## src/rtl/encoder_16to4.sv

```systemverilog
// encoder_16to4
//   Registered 16-to-4 priority encoder. Converts a request vector into the
//   index of the winning set bit, with a valid flag and a multi-hot flag.
//   One clock of latency; every output comes straight from a flop.
//
// Parameters
//   MSB_PRIORITY : 1 -> highest-numbered set bit wins, 0 -> lowest wins.
//
// Ports
//   clk       in   rising-edge clock
//   rst_n     in   asynchronous active-low reset, clears all outputs
//   input_16  in   [15:0] request vector, bit i = index i requesting
//   enable    in   encode enable, sampled on the clk rising edge
//   out       out  [3:0] registered index of the winning bit (0 when idle)
//   valid     out  registered: last enabled sample had at least one bit set
//   multi_hot out  registered: last enabled sample had two or more bits set
module encoder_16to4 #(
    parameter bit MSB_PRIORITY = 1'b1
) (
    input  logic        clk,
    input  logic        rst_n,
    input  logic [15:0] input_16,
    input  logic        enable,
    output logic [3:0]  out,
    output logic        valid,
    output logic        multi_hot
);

    logic [3:0] idx;
    logic       any_set;
    logic       many_set;

    // Priority scan: the last assignment in loop order wins, so the scan
    // direction picks which end of the vector has priority.
    always_comb begin
        idx = 4'h0;
        if (MSB_PRIORITY) begin
            for (int i = 0; i < 16; i++)
                if (input_16[i]) idx = 4'(i);
        end else begin
            for (int i = 15; i >= 0; i--)
                if (input_16[i]) idx = 4'(i);
        end
    end

    assign any_set  = |input_16;
    // Clearing the lowest set bit leaves something only if two or more were set.
    assign many_set = |(input_16 & (input_16 - 16'd1));

    always_ff @(posedge clk or negedge rst_n) begin
        if (!rst_n) begin
            out       <= 4'h0;
            valid     <= 1'b0;
            multi_hot <= 1'b0;
        end else if (enable && any_set) begin
            out       <= idx;
            valid     <= 1'b1;
            multi_hot <= many_set;
        end else begin
            out       <= 4'h0;
            valid     <= 1'b0;
            multi_hot <= 1'b0;
        end
    end

endmodule

```

## config.mk

```make
export PLATFORM = sky130hd
export DESIGN_NAME = encoder_16to4
export DESIGN_NICKNAME = d
export VERILOG_FILES = /design/src/rtl/encoder_16to4.sv
export SDC_FILE = /design/constraint.sdc
export NUM_CORES = 1
export LEC_CHECK = 0
export CORE_MARGIN = 5
export CORE_UTILIZATION = 38
export CTS_BUF_LIST = sky130_fd_sc_hd__clkbuf_4
export CTS_CLUSTER_SIZE = 40
export DETAILED_ROUTE_END_ITERATION = 12
export MAX_ROUTING_LAYER = met4
export PLACE_DENSITY = 0.77
export SKIP_LAST_GASP = 1
export SYNTH_ARGS = -nofsm -noshare
export SYNTH_HDL_FRONTEND = slang
export SYNTH_SLANG_ARGS = --single-unit
```

## constraint.sdc

```tcl
create_clock -name clk -period 0.8 [get_ports clk]
set_input_delay 0.16 -clock clk [delete_from_list [all_inputs] [get_ports clk]]
set_output_delay 0.16 -clock clk [all_outputs]
set_load 0.02 [all_outputs]
```

After elaboration in Yosys (flattened, before gate mapping)

Index checks and enable logic that the tools add are counted.

Register bits after elaboration: 6

Add/subtract/negate cells: 1
Multiplexer cells: 18
Bitwise operators: 1
Reductions and logical operators: 3

Operators by type and width:

| cell                  | number |
|---|---|
| $mux 4                | 14 |
| $reduce_or 16->1      | 2 |
| $and 16x16->16        | 1 |
| $sub 16x1->16 const B | 1 |
| $mux 1                | 3 |
| $mux 2                | 1 |
| $logic_and 1x1->1     | 1 |

Depth between registers and ports, before layout

Gate-level depths: netlist (run 1).

Word-level depth: 16
Gate-level depth with buffers: 6
Mapped depth without buffers: 6

Worst setup path before layout (run 1)

OpenSTA, ideal clock, no wires.

Path type: input-to-reg
Start point: input port input_16[1]
End point: register multi_hot
Arrival time: 1.226 ns
Required time: 0.662 ns
Path slack: -0.565 ns
Stages on the path: 5
Buffers on the path: 0
Path through: nor2_1 -> or4b_1 -> maj3_2 -> o22ai_2 -> a31oi_1

Word-level cells in the longest chain between the ends: 4
Elaborated cells between the ends (all ways): 6
Those cells by class: 1 x add/sub; 1 x mux; 1 x bitwise; 3 x reduce/logical

RTL lines:

| what                 | RTL line | source |
|---|---|---|
| start, declared      | 22       | `input logic [15:0] input_16,` |
| $sub 16x1->16        | 48       | `assign many_set = \|(input_16 & (input_16 - 16'd1));` |
| $and 16x16->16       | 48       |  |
| $reduce_or 16->1     | 48       |  |
| $mux 1 (*)           | 55       | `end else if (enable && any_set) begin` |
| end signal, assigned | 58       | `multi_hot <= many_set;` |
| end, declared        | 26       | `output logic multi_hot` |

Every way passes the cells marked *; elsewhere a longest branch is shown, timed or not.

Final worst setup path (run 1)

Start point: input port input_16[4]
End point: register multi_hot

Same word-level chain as after synthesis.

==> results.txt, run 1 <==
The run finished, with violations left. The final reports fail on setup timing. The final critical path time including I/O delays and setup is 1.476 ns. Leading cell type in the layout, fill and taps excluded: sky130_fd_sc_hd__buf_4.

The synthesized cell area was 496.7 um2; the die boundary height was 46.16 um. After the first detailed-routing iteration, the DRC count stood at 54. The logs give 3 for the TritonCTS buffer count and 0 for the number of nets with antenna violations after detailed routing. Routability-driven placement finished with a final weighted congestion of 0.8120. For the worst setup path, the data required time is 0.92 ns. Timing would allow up to 677.3 MHz. The worst-case IR drop observed on VDD is 0.0005813 V. The remaining design rule violation count came out at 0. The tree built by TritonCTS fans out to 6 sinks. The area enclosed by the die boundary was 2130 um2; the first-pass GRT wire length was 3.870 mm. Along the worst path, the maximum fanout reaches 4. The share of power burned in registers was 27.8%; the worst path buffer plus inverter count was 2. The logs give 0 for the number of inserted diodes and -2.884 ns for the final-layout setup total negative slack. The fraction of power spent switching nets is 36.30%, and the number of warnings printed during yosys synthesis is 0. The area taken by flip-flops and latches is 150.1 um2, and the critical path depth is 7. The wire length per cell after detailed routing was 25.29 um. The transition time at the pin with the least slew margin is 0.3524 ns, and the number of nets in the finished design is 146. Setup repair after global routing could not meet its margin everywhere. Data on the critical path arrives at its endpoint at 1.60 ns. 25 I/O pins were placed. For this run, the slowest stage of the critical path takes 0.38 ns. Worst min-delay path category: input pin to asynchronous set/reset pin. Sequential cells were found to cover 30.23% of the synthesized design area. The tree is rooted in a sky130_fd_sc_hd__clkbuf_4. The first TritonRoute pass finished after 4 iterations. The filler cells instantiated in the layout total 19. In the routed layout, each cell is associated on average with a via count of 6.786. The number of antenna violations at the first check in global routing was 0. The count of final max-slew check failures was 0; the leakage power of the design was 0.5457 nW. Row generation in the floorplan step produced 13 rows. Number of register bits inferred by synthesis: 6. Grouping stages by cell kind, the critical path spends the most delay in compound AO/OA/AOI/OAI gates. The logs give -0.6764 ns for the setup slack after layout and 0 for the total count of hold-check failures in the final report. For this configuration, the core starts out at a cell density of 39.15%. After clock tree synthesis, the clock-pin slew on the worst setup and hold paths is 0.05 ns. Counting every net in the synthesized netlist gives 81.

In the synthesized netlist, the number of instances is 62. The number of I/O port buffers works out to 24. The critical path goes through buf_8, buf_4, maj3_1, nor3_1, nor2_1, a2111oi_4, a31oi_1.

The detailed router placed 950 vias in this run. Die boundary width: 46.16 um. The top cell types in the final layout, fill and taps aside, are 33 x sky130_fd_sc_hd__buf_4, 11 x sky130_fd_sc_hd__buf_6, 6 x sky130_fd_sc_hd__nor2_1, 6 x sky130_fd_sc_hd__buf_2, 6 x sky130_fd_sc_hd__dfrtp_1. For this block, the routed nets add up to 3.541 mm of wire.

The share of total power dissipated in the clock network is 25.7%. Detailed placement ended at an HPWL of 1.623 mm. The total core area came out at 1269 um2.

The tools report the via count of the first global-routing pass as 902. After global routing the overflow that remains totals 0. Entering global routing, the biggest net connects 7 pins. For the depth of the CTS H-tree, the log shows 1. For the multi-input gate area in the final layout, the log shows 506.7 um2.

The global-route usage over all layers is 26.02%. The cell type of the slowest stage on the worst timing path was sky130_fd_sc_hd__maj3_1. The tools report the final non-filler cell total as 140. Summed over all nets, the switching power comes to 0.4336 mW. The number of placed instances, taps included is 127, and the number of max-capacitance violations reported is 0.

STA classifies the critical path endpoint as a flip-flop. The area growth from synthesis to layout is 148.6%. In this run the tightest slew margin relative to its limit is 76.46%.

At the end of the flow the core is filled with cells to 97.34%. The worst setup path is of the input pin to flip-flop kind. The final setup violation count was 12. The completed layout was analyzed and its total power is 1.194 mW. Combinational logic burns 46.5% of the power. TritonCTS built the clock tree.

Each instance of the synthesized netlist takes up on average 8.012 um2. After clock tree synthesis, the flow added hold-fix buffers numbering 0. For the unique cell type count in the Yosys netlist, the log shows 30.

Of the available clock period, the critical path in the final layout requires 184.6%. The clock passes through at most 2 buffers. The worst setup path is launched from an input pin. Cell internal power was estimated by the tool at 0.7608 mW. For this design the ratio of total power to cell area is 967.1 nW/um2. Layout cell share with drive strength beyond 1: 70.40%.
==> cell type report <==
| class | count | area share [%] |
|---|---|---|
| Inverter | 6 | 1.824 |
| Clock buffer | 3 | 1.824 |
| Multi-Input combinational cell | 50 | 41.03 |
| Sequential cell | 6 | 12.16 |
| Tap cell | 15 | 1.520 |
| Timing Repair Buffer | 60 | 41.64 |
==> cell usage after synthesis <==
cell type,instances,share of area [%]
sky130_fd_sc_hd__nand4_1,1,1.3
sky130_fd_sc_hd__or4b_1,1,2.0
sky130_fd_sc_hd__a2111oi_2,1,3.0
sky130_fd_sc_hd__maj3_2,1,2.3
sky130_fd_sc_hd__a31oi_1,1,1.3
sky130_fd_sc_hd__o21ai_1,1,1.0
sky130_fd_sc_hd__nor4_2,1,2.5
sky130_fd_sc_hd__nor3_1,3,3.0
sky130_fd_sc_hd__o31ai_1,2,3.0
sky130_fd_sc_hd__nor2_1,10,7.6
sky130_fd_sc_hd__and2_1,1,1.3
sky130_fd_sc_hd__a21oi_1,7,7.1
sky130_fd_sc_hd__inv_1,6,4.5
sky130_fd_sc_hd__dfrtp_1,6,30
sky130_fd_sc_hd__o21ai_0,2,2.0
sky130_fd_sc_hd__a21boi_1,1,1.5
sky130_fd_sc_hd__nor4_1,2,2.5
sky130_fd_sc_hd__a221o_1,1,2.0
sky130_fd_sc_hd__and3_1,1,1.3
sky130_fd_sc_hd__nand2b_1,1,1.3
sky130_fd_sc_hd__nand3_1,1,1.0
sky130_fd_sc_hd__a211oi_1,1,1.5
sky130_fd_sc_hd__a21o_1,2,3.0
sky130_fd_sc_hd__a211o_1,1,1.8
sky130_fd_sc_hd__a2111oi_0,2,3.5
sky130_fd_sc_hd__o22ai_2,1,2.5
sky130_fd_sc_hd__nand4b_1,1,1.8
sky130_fd_sc_hd__and3_2,1,1.5
sky130_fd_sc_hd__nand2_1,1,0.75
sky130_fd_sc_hd__maj3_1,1,2.0
==> final timing paths <==
kind,from,end,slack [ns]
setup / recovery,input_16[4],multi_hot$_DFF_PN0_,-0.68
hold / removal,rst_n,valid$_DFF_PN0_,0.15
max in group asynchronous,rst_n,out[2]$_DFF_PN0_,0.42
min in group clk,input_16[11],out[1]$_DFF_PN0_,0.41
==> per-stage QoR <==
| stage | hold WS (ns) | setup slack, ns | instance area (um2) |
|---|---|---|---|
| detailed placement | 0.4181 | -1.213 | 1007 |
| finish | 0.1545 | -0.6764 | 1235 |
| global route | 0.1811 | -0.7117 | 1235 |
| CTS | 0.1669 | -0.5270 | 1126 |
| floorplan | -0.1356 | -0.4831 | 553.0 |
| global placement | 0.4144 | -1.128 | 1007 |
==> routing by layer <==
metal  track usage [%]  routed length [um]
met1             23.94                1153
met2             52.20                1743
met3             1.953                 333
met4             11.93                 312
met5                 -                   0
==> flip-flops by register name, summed over array words and instances, names as in the netlist <==
name       count
valid          1
multi_hot      1
out            4
==> what timing repair did <==
action / 4_1_cts / 5_1_grt
endpoints found under the setup margin: 12 / 12
buffers inserted: 8 / 2
hold endpoints to repair: 0 / 0
gates resized for setup: 105 / 34
pin swaps: 15 / 12
==> cells by family (layout without fill, tap and decap cells) <==
family	after synthesis	in the layout	share of synthesized area (%)
adder cells (fa/ha/maj)	2	2	4.282
AO/OA/AOI/OAI	23	23	33.25
buffers and inverters	6	69	4.534
AND/OR/NAND/NOR	25	25	27.71
flip-flops	6	6	30.23
==> power groups by stage <==
stage               clock [mW]  sequential (mW)  combinational (mW)
floorplan                    0            0.355              0.0912
global placement             0            0.331               0.401
detailed placement           0            0.332               0.415
CTS                      0.282            0.331               0.451
global route             0.316            0.332               0.580
finish                   0.307            0.332               0.555
No activity file was read; power rests on OpenSTA's default activity.
==> inputs of run 2 (changes only) <==
--- a/config.mk
+++ b/config.mk
@@ -5,7 +5,7 @@
 export SDC_FILE = /design/constraint.sdc
 export NUM_CORES = 1
 export LEC_CHECK = 0
-export CORE_MARGIN = 5
+export CORE_MARGIN = 2
 export CORE_UTILIZATION = 38
 export CTS_BUF_LIST = sky130_fd_sc_hd__clkbuf_4
 export CTS_CLUSTER_SIZE = 40
==> results.txt, run 2 (synthesis results as in run 1) <==
The run finished, with violations left. Violated checks: setup timing (unchanged). Leakage power of the design: 0.5143 nW (was 0.5457 nW). The buffer type at the clock tree root was sky130_fd_sc_hd__clkbuf_4 (unchanged). Biggest regs: out: 4 flops, multi_hot: 1 flops, valid: 1 flops (unchanged). The transition time at the pin with the least slew margin works out to 0.4029 ns (was 0.3524 ns). The power density over cell area came out at 974.8 nW/um2 (was 967.1 nW/um2). The number of flip-flops under the largest register name is 4 (unchanged), and the depth of the CTS H-tree is 1 (unchanged). The tools report the number of rows in the core area as 13 (unchanged). The die boundary width is 40.16 um (was 46.16 um), and the layout cell share with drive strength beyond 1 is 65.00% (was 70.40%). The global placer's final weighted congestion is 0.8271 (was 0.8120), and the clock transition time at the flip-flop clock pins of the worst setup and hold paths is 0.05 ns (about the same).

The highest net fanout along the worst path is 5 (was 4), and the internal power consumption is 0.7520 mW (was 0.7608 mW). Ordered list of cells on the worst path: buf_8, nor4_4, and3_4, nand4_1, a2111oi_4, a31oi_1 (was buf_8, buf_4, maj3_1, nor3_1, nor2_1, a2111oi_4, a31oi_1). The run gives 0 (unchanged) as the number of inserted diodes. The setup slack after layout is -0.6375 ns (was -0.6764 ns). TritonCTS built the clock tree.

Setup repair after global routing could not meet its margin everywhere. The largest net degree at the start of global routing was 7 (unchanged); the number of fillers in the final layout was 41 (was 19). The category of the worst setup path capture point is a flip-flop (unchanged).

The run gives 1612 um2 (was 2130 um2) as the area enclosed by the die boundary. The number of I/O port buffers was 24 (unchanged). The type of origin of the critical path is an input pin (unchanged). The startpoint-to-endpoint class of the critical path is input pin to flip-flop (unchanged).

The tools report the I/O pin count as 25 (unchanged). The largest register by flop count is out (unchanged). The net switching power figure is 0.3896 mW (was 0.4336 mW), and the total count of hold-check failures in the final report is 0 (unchanged). The global-route usage over all layers was 34.71% (was 26.02%); the number of antenna violations at the first check in global routing was 0 (unchanged).

The data required time of the critical path was 0.92 ns (about the same). The count of final max-slew check failures was 0 (unchanged); the cell area after placement was 977.2 um2 (was 1007 um2). Area of all placed cells without fillers: 1171 um2 (was 1235 um2). The tools report the upper clock frequency limit as 695.7 MHz (was 677.3 MHz). For the arrival time of the worst setup path, the log shows 1.55 ns (was 1.60 ns).

The initial core utilization came out at 39.66% (was 39.15%). Most frequent cells in the layout: 25 x sky130_fd_sc_hd__buf_4, 15 x sky130_fd_sc_hd__buf_6, 7 x sky130_fd_sc_hd__nor2_1, 7 x sky130_fd_sc_hd__buf_2, 6 x sky130_fd_sc_hd__dfrtp_1 (was 33 x sky130_fd_sc_hd__buf_4, 11 x sky130_fd_sc_hd__buf_6, 6 x sky130_fd_sc_hd__nor2_1, 6 x sky130_fd_sc_hd__buf_2, 6 x sky130_fd_sc_hd__dfrtp_1). DRC violation total after the first TritonRoute iteration: 32 (was 54). The logs give 6 (unchanged) for the number of sinks on the clock net and 0 (unchanged) for the number of max-capacitance violations reported. Wire length per cell after detailed routing: 22.66 um (was 25.29 um).

Worst min-delay path category: input pin to asynchronous set/reset pin (unchanged). The via density per instance was 6.548 (was 6.786). The run gives 0 (unchanged) as the remaining design rule violation count. The stage delay of the slowest cell on the critical path was 0.38 ns (about the same); the maximum vdd ir drop was 0.0006472 V (was 0.0005813 V). The number of placed instances, taps included is 123 (was 127). The tools report the vias after detailed routing as 884 (was 950). Number of nets in the finished design: 141 (was 146). The global route total overflow is 0 (unchanged). The tools report the largest buffer count on any clock path as 2 (unchanged). The final critical path time including I/O delays and setup was 1.437 ns (was 1.476 ns); the share of total power in the clock network was 25.6% (was 25.7%). The die boundary height is 40.16 um (was 46.16 um), and the portion of total power attributed to combinational logic is 45.4% (was 46.5%). For the final non-filler cell total, the log shows 135 (was 140). The TritonCTS buffer count was 3 (unchanged); the total core area was 1252 um2 (was 1269 um2). The fraction of power spent switching nets came out at 34.13% (was 36.30%). Detailed-route wire length: 3.059 mm (was 3.541 mm).

The number of nets with antenna violations after detailed routing was 0 (unchanged); the first-pass detailed-route iteration total was 4 (unchanged). The tightest slew margin relative to the limit was 73.07% (was 76.46%). The share of power burned in registers is 29.0% (was 27.8%).

The share of the clock period used by the worst path after layout is 179.7% (was 184.6%), and the final setup violation count is 12 (unchanged). For the first-pass GRT wire length, the log shows 3.463 mm (was 3.870 mm). The leading cell type in the layout, fill and taps excluded was sky130_fd_sc_hd__buf_4 (unchanged). The logs give 774 (was 902) for the via count of the first global-routing pass and 1.429 mm (was 1.623 mm) for the placed wire-length estimate. The area overhead of the layout relative to synthesis works out to 135.8% (was 148.6%).

Cell type of the slowest stage on the worst timing path: sky130_fd_sc_hd__a2111oi_4 (was sky130_fd_sc_hd__maj3_1).
==> run 2: changes by cell type in the layout (fill, tap and decap cells not counted), moves of 2 or more <==
| cell | delta |
|---|---|
| sky130_fd_sc_hd__buf_4 | -8 |
| sky130_fd_sc_hd__buf_6 | +4 |
| sky130_fd_sc_hd__clkdlybuf4s15_2 | -2 |
| sky130_fd_sc_hd__nor2_2 | -2 |
==> run 2: layer usage <==
layer / up-vias / wire [um] / track usage, %
met2: 85 / 1498 / 64.11
met3: 28 / 282 / 6.667
met4: 0 / 233 / 19.83
met5: - / 0 / -
li1: 360 / - / -
met1: 411 / 1045 / 33.00
==> run 2: final timing paths <==
path                         startpoint                  end  slack [ns]  cells after the start
min in group clk           input_16[14]     out[1]$_DFF_PN0_        0.30                      3
min                               rst_n  multi_hot$_DFF_PN0_        0.15                      1
max in group asynchronous         rst_n     out[3]$_DFF_PN0_        0.43                      1
max                         input_16[3]  multi_hot$_DFF_PN0_       -0.64                      6
==> run 2: area by class of cell <==
class                   instances  area [um2]  area share [%]
repair buffers                 55       491.7           41.99
well taps                      15       18.77           1.603
flip-flops and latches          6       150.1           12.82
inverters                       6       22.52           1.923
clock buffers                   3       22.52           1.923
multi-input cells              50       465.4           39.74
==> run 2: worst max-delay path, delay by kind of cell <==
| kind | cells | cell delay (ns) |
|---|---|---|
| AO/OA/AOI/OAI | 2 | 0.52 |
| buffers and inverters | 1 | 0.11 |
| AND/OR/NAND/NOR | 3 | 0.77 |
==> run 2: power by group through the flow <==
stage	logic (mW)	registers [mW]	clock network (mW)
after floorplan	0.0912	0.355	0
after global placement	0.389	0.331	0
after detailed placement	0.398	0.332	0
after CTS	0.435	0.331	0.282
after global routing	0.539	0.333	0.316
final	0.518	0.332	0.292
==> run 2: per-stage QoR <==
stage / worst slack, ns / util [%] / power, mW / hold WS [ns] / TNS (ns)
floorplan: -0.4831 / - / 0.4467 / -0.1356 / -0.8589
global placement: -1.131 / 78.02 / 0.7202 / 0.4156 / -6.602
detailed placement: -1.182 / 78.02 / 0.7304 / 0.4184 / -6.853
CTS: -0.4690 / 86.21 / 1.049 / 0.1613 / -1.967
global route: -0.6570 / 93.51 / 1.188 / 0.1753 / -3.243
finish: -0.6375 / 93.51 / 1.142 / 0.1510 / -2.849
==> run 2: timing repair <==
action                     in CTS  in global routing
resized for setup             124                 17
pin swaps                      18                  9
buffers inserted                6                  4
hold buffers                    0                  0
setup endpoints to repair      12                 12
